==> src/rtl/fuzzy_sweep_driver.sv <==
// Sweeps a two-input controller over every (i, j) code pair, waits for its output to settle,
// and hands each sampled result downstream over a valid/ready handshake.
module fuzzy_sweep_driver #(
  parameter int unsigned SETTLE_CYCLES = 33,
  parameter int unsigned CODE_MIN      = 1,
  parameter int unsigned CODE_MAX      = 254
) (
  input  logic        clk_0,
  input  logic        Srst,
  input  logic        start,
  input  logic [7:0]  saida_defuzzy,
  output logic [7:0]  Entrada_01,
  output logic [7:0]  Entrada_02,
  output logic [23:0] res_data,
  output logic        res_valid,
  input  logic        res_ready,
  output logic        busy,
  output logic        done
);

  localparam logic [7:0]  CodeMin    = 8'(CODE_MIN);
  localparam logic [7:0]  CodeMax    = 8'(CODE_MAX);
  localparam logic [15:0] SettleLoad = 16'(SETTLE_CYCLES - 1);

  typedef enum logic [1:0] {StIdle, StSettle, StHold, StDone} state_e;

  state_e      state_q, state_d;
  logic [7:0]  i_q, i_d, j_q, j_d;
  logic [7:0]  e1_q, e1_d, e2_q, e2_d;
  logic [15:0] cnt_q, cnt_d;
  logic [23:0] data_q, data_d;
  logic        valid_q, valid_d;

  function automatic logic [7:0] clamp(input logic [7:0] v);
    if (v < CodeMin) return CodeMin;
    if (v > CodeMax) return CodeMax;
    return v;
  endfunction

  always_comb begin
    state_d = state_q;
    i_d     = i_q;
    j_d     = j_q;
    cnt_d   = cnt_q;
    e1_d    = e1_q;
    e2_d    = e2_q;
    data_d  = data_q;
    valid_d = valid_q;
    unique case (state_q)
      StIdle, StDone: begin
        if (start) begin
          i_d     = '0;
          j_d     = '0;
          cnt_d   = SettleLoad;
          e1_d    = clamp(8'd0);
          e2_d    = clamp(8'd0);
          state_d = StSettle;
        end
      end
      StSettle: begin
        if (cnt_q == '0) begin
          data_d  = {i_q, j_q, saida_defuzzy};
          valid_d = 1'b1;
          state_d = StHold;
        end else begin
          cnt_d = cnt_q - 16'd1;
        end
      end
      StHold: begin
        if (valid_q && res_ready) begin
          valid_d = 1'b0;
          if (i_q == CodeMax && j_q == CodeMax) begin
            state_d = StDone;
          end else begin
            // j is the inner index; it wraps to 0 and carries into i at the row end
            if (j_q == CodeMax) begin
              j_d = '0;
              i_d = i_q + 8'd1;
            end else begin
              j_d = j_q + 8'd1;
            end
            e1_d    = clamp(i_d);
            e2_d    = clamp(j_d);
            cnt_d   = SettleLoad;
            state_d = StSettle;
          end
        end
      end
    endcase
  end

  always_ff @(posedge clk_0 or posedge Srst) begin
    if (Srst) begin
      state_q <= StIdle;
      i_q     <= '0;
      j_q     <= '0;
      cnt_q   <= '0;
      e1_q    <= CodeMin;
      e2_q    <= CodeMin;
      data_q  <= '0;
      valid_q <= 1'b0;
    end else begin
      state_q <= state_d;
      i_q     <= i_d;
      j_q     <= j_d;
      cnt_q   <= cnt_d;
      e1_q    <= e1_d;
      e2_q    <= e2_d;
      data_q  <= data_d;
      valid_q <= valid_d;
    end
  end

  assign Entrada_01 = e1_q;
  assign Entrada_02 = e2_q;
  assign res_data   = data_q;
  assign res_valid  = valid_q;
  assign busy       = (state_q == StSettle) || (state_q == StHold);
  assign done       = (state_q == StDone);

endmodule

==> config.mk <==
export PLATFORM = sky130hd
export DESIGN_NAME = fuzzy_sweep_driver
export DESIGN_NICKNAME = d
export VERILOG_FILES = /design/src/rtl/fuzzy_sweep_driver.sv
export SDC_FILE = /design/constraint.sdc
export NUM_CORES = 1
export LEC_CHECK = 0
export CAP_MARGIN = 5
export CORE_MARGIN = 5
export CORE_UTILIZATION = 59
export CTS_CLUSTER_DIAMETER = 60
export CTS_CLUSTER_SIZE = 28
export DETAILED_ROUTE_END_ITERATION = 8
export HOLD_SLACK_MARGIN = 0.06
export PLACE_DENSITY = 0.86
export SYNTH_ARGS = -nofsm -noshare
export SYNTH_HDL_FRONTEND = slang
export SYNTH_SLANG_ARGS = --single-unit
==> constraint.sdc <==
create_clock -name clk_0 -period 6.4 [get_ports clk_0]
set_input_delay 1.6 -clock clk_0 [delete_from_list [all_inputs] [get_ports clk_0]]
set_output_delay 1.6 -clock clk_0 [all_outputs]
set_load 0.05 [all_outputs]
==> metrics <==
vias in the first global route=3085; root buffer cell=clkbuf_8; #FFs+latches synth=75; Max-slew headroom=37.04%; FF-to-FF Start=j_q[0]; top_reg_cell synth=dfrtp_1; clock skew=7.797 ps; Final Hold Vio Count=0; Final #Nets=435; antenna cells=0; Max Fanout on Critical Path=28; antenna violations before repair=0; met3 wire len=478 µm; post-cts resize count=0; Post-DP HPWL=5888 µm; Total Routed Length=8604 µm; I/O pin count=55; GR Overflow Total=0; core area=6314 µm²; H-tree depth=3; Syn-to-layout area delta=19.45%; M1 WL=3854 µm; setup violators final=0; minimum clock period=3924 ps; R2R setup slack=3150 ps; row count=29; hold slack=488.7 ps; # hold bufs at CTS=0; ys async rst share=100.0%; Num Clock Sinks=75; Hold Startpoint=Entrada_01[2]; critical path arrival=4130 ps; total CTS buffers=9; Clock power frac=18.1%; Vias/cell=6.143; cell area power density=401.5 nW/µm²; Crit. End Element=register; final period utilization=61.31%; critical path required time=6610 ps; Sw Share=44.28%; Logic pwr share=46.4%; Mapped Nets=387; register share of total power=35.4%; Critical Path Start Type=input port; first-pass GRT wire length=14870 µm; Max Root-Sink Buffers=2; Synth Cell Area=3796 µm²; R2R depth=8; Setup Buffers After CTS=0; Hold Path Class=register to register; die area=8139 µm²; global-route usage over all layers=21.95%; Final Core Density=71.82%; Reg clk slew, reported paths=80 ps; Slew Limit Fails=0; Critical path origin=res_ready; switching power=806.1 µW; Leak=0.002063 µW; Worst Path Class, Setup=input port to register; status=finished, final reports clean; Ys Warns=0; first drt pass iteration count=7; die height=90.22 µm; cells after synthesis=365; DR iter-0 viols=296; gpl congestion=0.9046; CTS tree=yes; Post-route DRC=0; Initial Util=60.13%; DR WL met2=4070 µm; IR drop worst, VDD=0.4356 mV; unrepaired setup endpoints after global routing=false; wire per inst=17.38 µm; DR top layer=met4; largest net degree at the start of global routing=76; post-synthesis sequential area ratio=49.51%; fraction of layout cells with a size suffix above 1=12.68%; post-synth cell types=53; worst skew pair latency=350 ps; port buffer count=54; maxcap violations=0; internal power=1014 µW; Worst R2R End=i_q[2]; Post-synth EDFFs=0; setup TNS=0 ps; Avg Cell Area, Syn=10.40 µm²; Power, Total=1821 µW; slew at the pin closest to its max-slew limit=942.0 ps; Peak Freq=0.2549 GHz; via count=3041; hold depth=2; DRT antenna net count=0; Die X-Extent=90.22 µm; fillcell total=461; hold endpoint=Entrada_01[2]
routing by layer:
metal  vias to the layer above  GRT usage (%)
met5                         -              0
met4                         0          10.30
met3                        24          3.339
met2                       136          34.09
met1                      1495          30.27
li1                       1386              -
registers in the layout, summed over array words and instances (netlist names):
register / cells
res_data: 24
cnt_q: 16
Entrada_01: 8
Entrada_02: 8
i_q: 8
j_q: 8
state_q: 2
res_valid: 1
cell usage in the layout (no fill, tap or decap), types with 8 or more instances in the layout:
cell type / Yosys / layout
clkdlybuf4s50_1: 0 / 54
clkbuf_8: 0 / 11
xor2_1: 17 / 17
nand2_1: 34 / 34
inv_1: 9 / 8
nand3_1: 14 / 14
nand4_1: 9 / 9
dfrtp_1: 73 / 73
o21ai_0: 20 / 20
a21o_1: 15 / 15
nor2_1: 40 / 40
ha_1: 10 / 10
mux2_2: 22 / 22
cell type report:
type | count | area (µm²) | share of cell area (%)
Tap cell | 77 | 96.34 | 2.125
Inverter | 9 | 33.78 | 0.7450
Clock buffer | 12 | 155.1 | 3.422
Timing Repair Buffer | 55 | 548.0 | 12.09
Sequential cell | 75 | 1879 | 41.45
Multi-Input combinational cell | 263 | 1797 | 39.62
Clock inverter | 4 | 25.02 | 0.5519
cells in the mapped netlist (2+ instances only):
library cell / count / area share [%]
mux2i_1: 2 / 0.53
nand2_1: 34 / 3.4
buf_1: 2 / 0.20
ha_1: 10 / 3.3
nand4_1: 9 / 1.5
dfrtp_1: 73 / 48
a21oi_1: 7 / 0.92
o21ai_0: 20 / 2.6
nor4_1: 5 / 0.82
a31oi_1: 4 / 0.66
nand3_1: 14 / 1.8
nand3b_1: 2 / 0.40
dfstp_2: 2 / 1.4
or3_1: 2 / 0.33
nor4_2: 3 / 0.99
nor3_1: 6 / 0.79
o211ai_1: 2 / 0.40
a22o_1: 2 / 0.46
nand2b_1: 4 / 0.66
clkbuf_1: 6 / 0.59
nand4b_1: 3 / 0.69
nor2_1: 40 / 4.0
nand4_4: 2 / 1.1
a21o_1: 15 / 3.0
inv_1: 9 / 0.89
o31ai_1: 5 / 0.99
xnor2_1: 7 / 1.6
and3_1: 2 / 0.33
buf_2: 9 / 1.2
xor2_1: 17 / 3.9
and2_1: 3 / 0.49
mux2_2: 22 / 6.5
nor2b_1: 2 / 0.33
logic make-up after synthesis:
group | count (synthesis) | synth area share (%)
AND/OR/NAND/NOR | 139 | 19.94
flip-flops | 75 | 49.51
AO/OA/AOI/OAI | 66 | 11.50
buffers and inverters | 27 | 3.164
XOR/XNOR | 24 | 5.537
multiplexers | 24 | 7.053
adder cells (fa/ha/maj) | 10 | 3.296
critical path: stages:
cell and delay, ps:
clkdlybuf4s50_1 480, nand2_1 70, a21o_1 190, nor2_1 550, nand2_1 750, o21ai_0 370
o31ai_1 110
how the worst max path moves through the flow:
| stage | end | slack [ps] | cells after the start |
|---|---|---|---|
| final | j_q[3] | 2480 | 7 |
| after CTS | j_q[3] | 2470 | 7 |
| after floorplan | Entrada_01[1] | 2890 | 1 |
| after global routing | j_q[4] | 2200 | 7 |
| after global placement | j_q[3] | 2250 | 7 |
| after detailed placement | j_q[4] | 2170 | 7 |
through the flow:
step / worst slack [ps] / area [µm²] / std cells
6_report: 2476 / 4534 / 495
5_1_grt: 2203 / 4534 / 495
4_1_cts: 2475 / 4534 / 495
3_5_place_dp: 2171 / 4354 / 479
3_3_place_gp: 2252 / 4354 / 479
2_1_floorplan: 2893 / 3796 / 365
power by group through the flow:
stage	registers, µW	clock network (µW)	logic [µW]
after floorplan	782	0	489
after global placement	644	0	812
after detailed placement	653	0	840
after CTS	645	334	847
final	645	330	846
after global routing	660	357	920
Note: power is estimated with default switching activity, not from simulation.
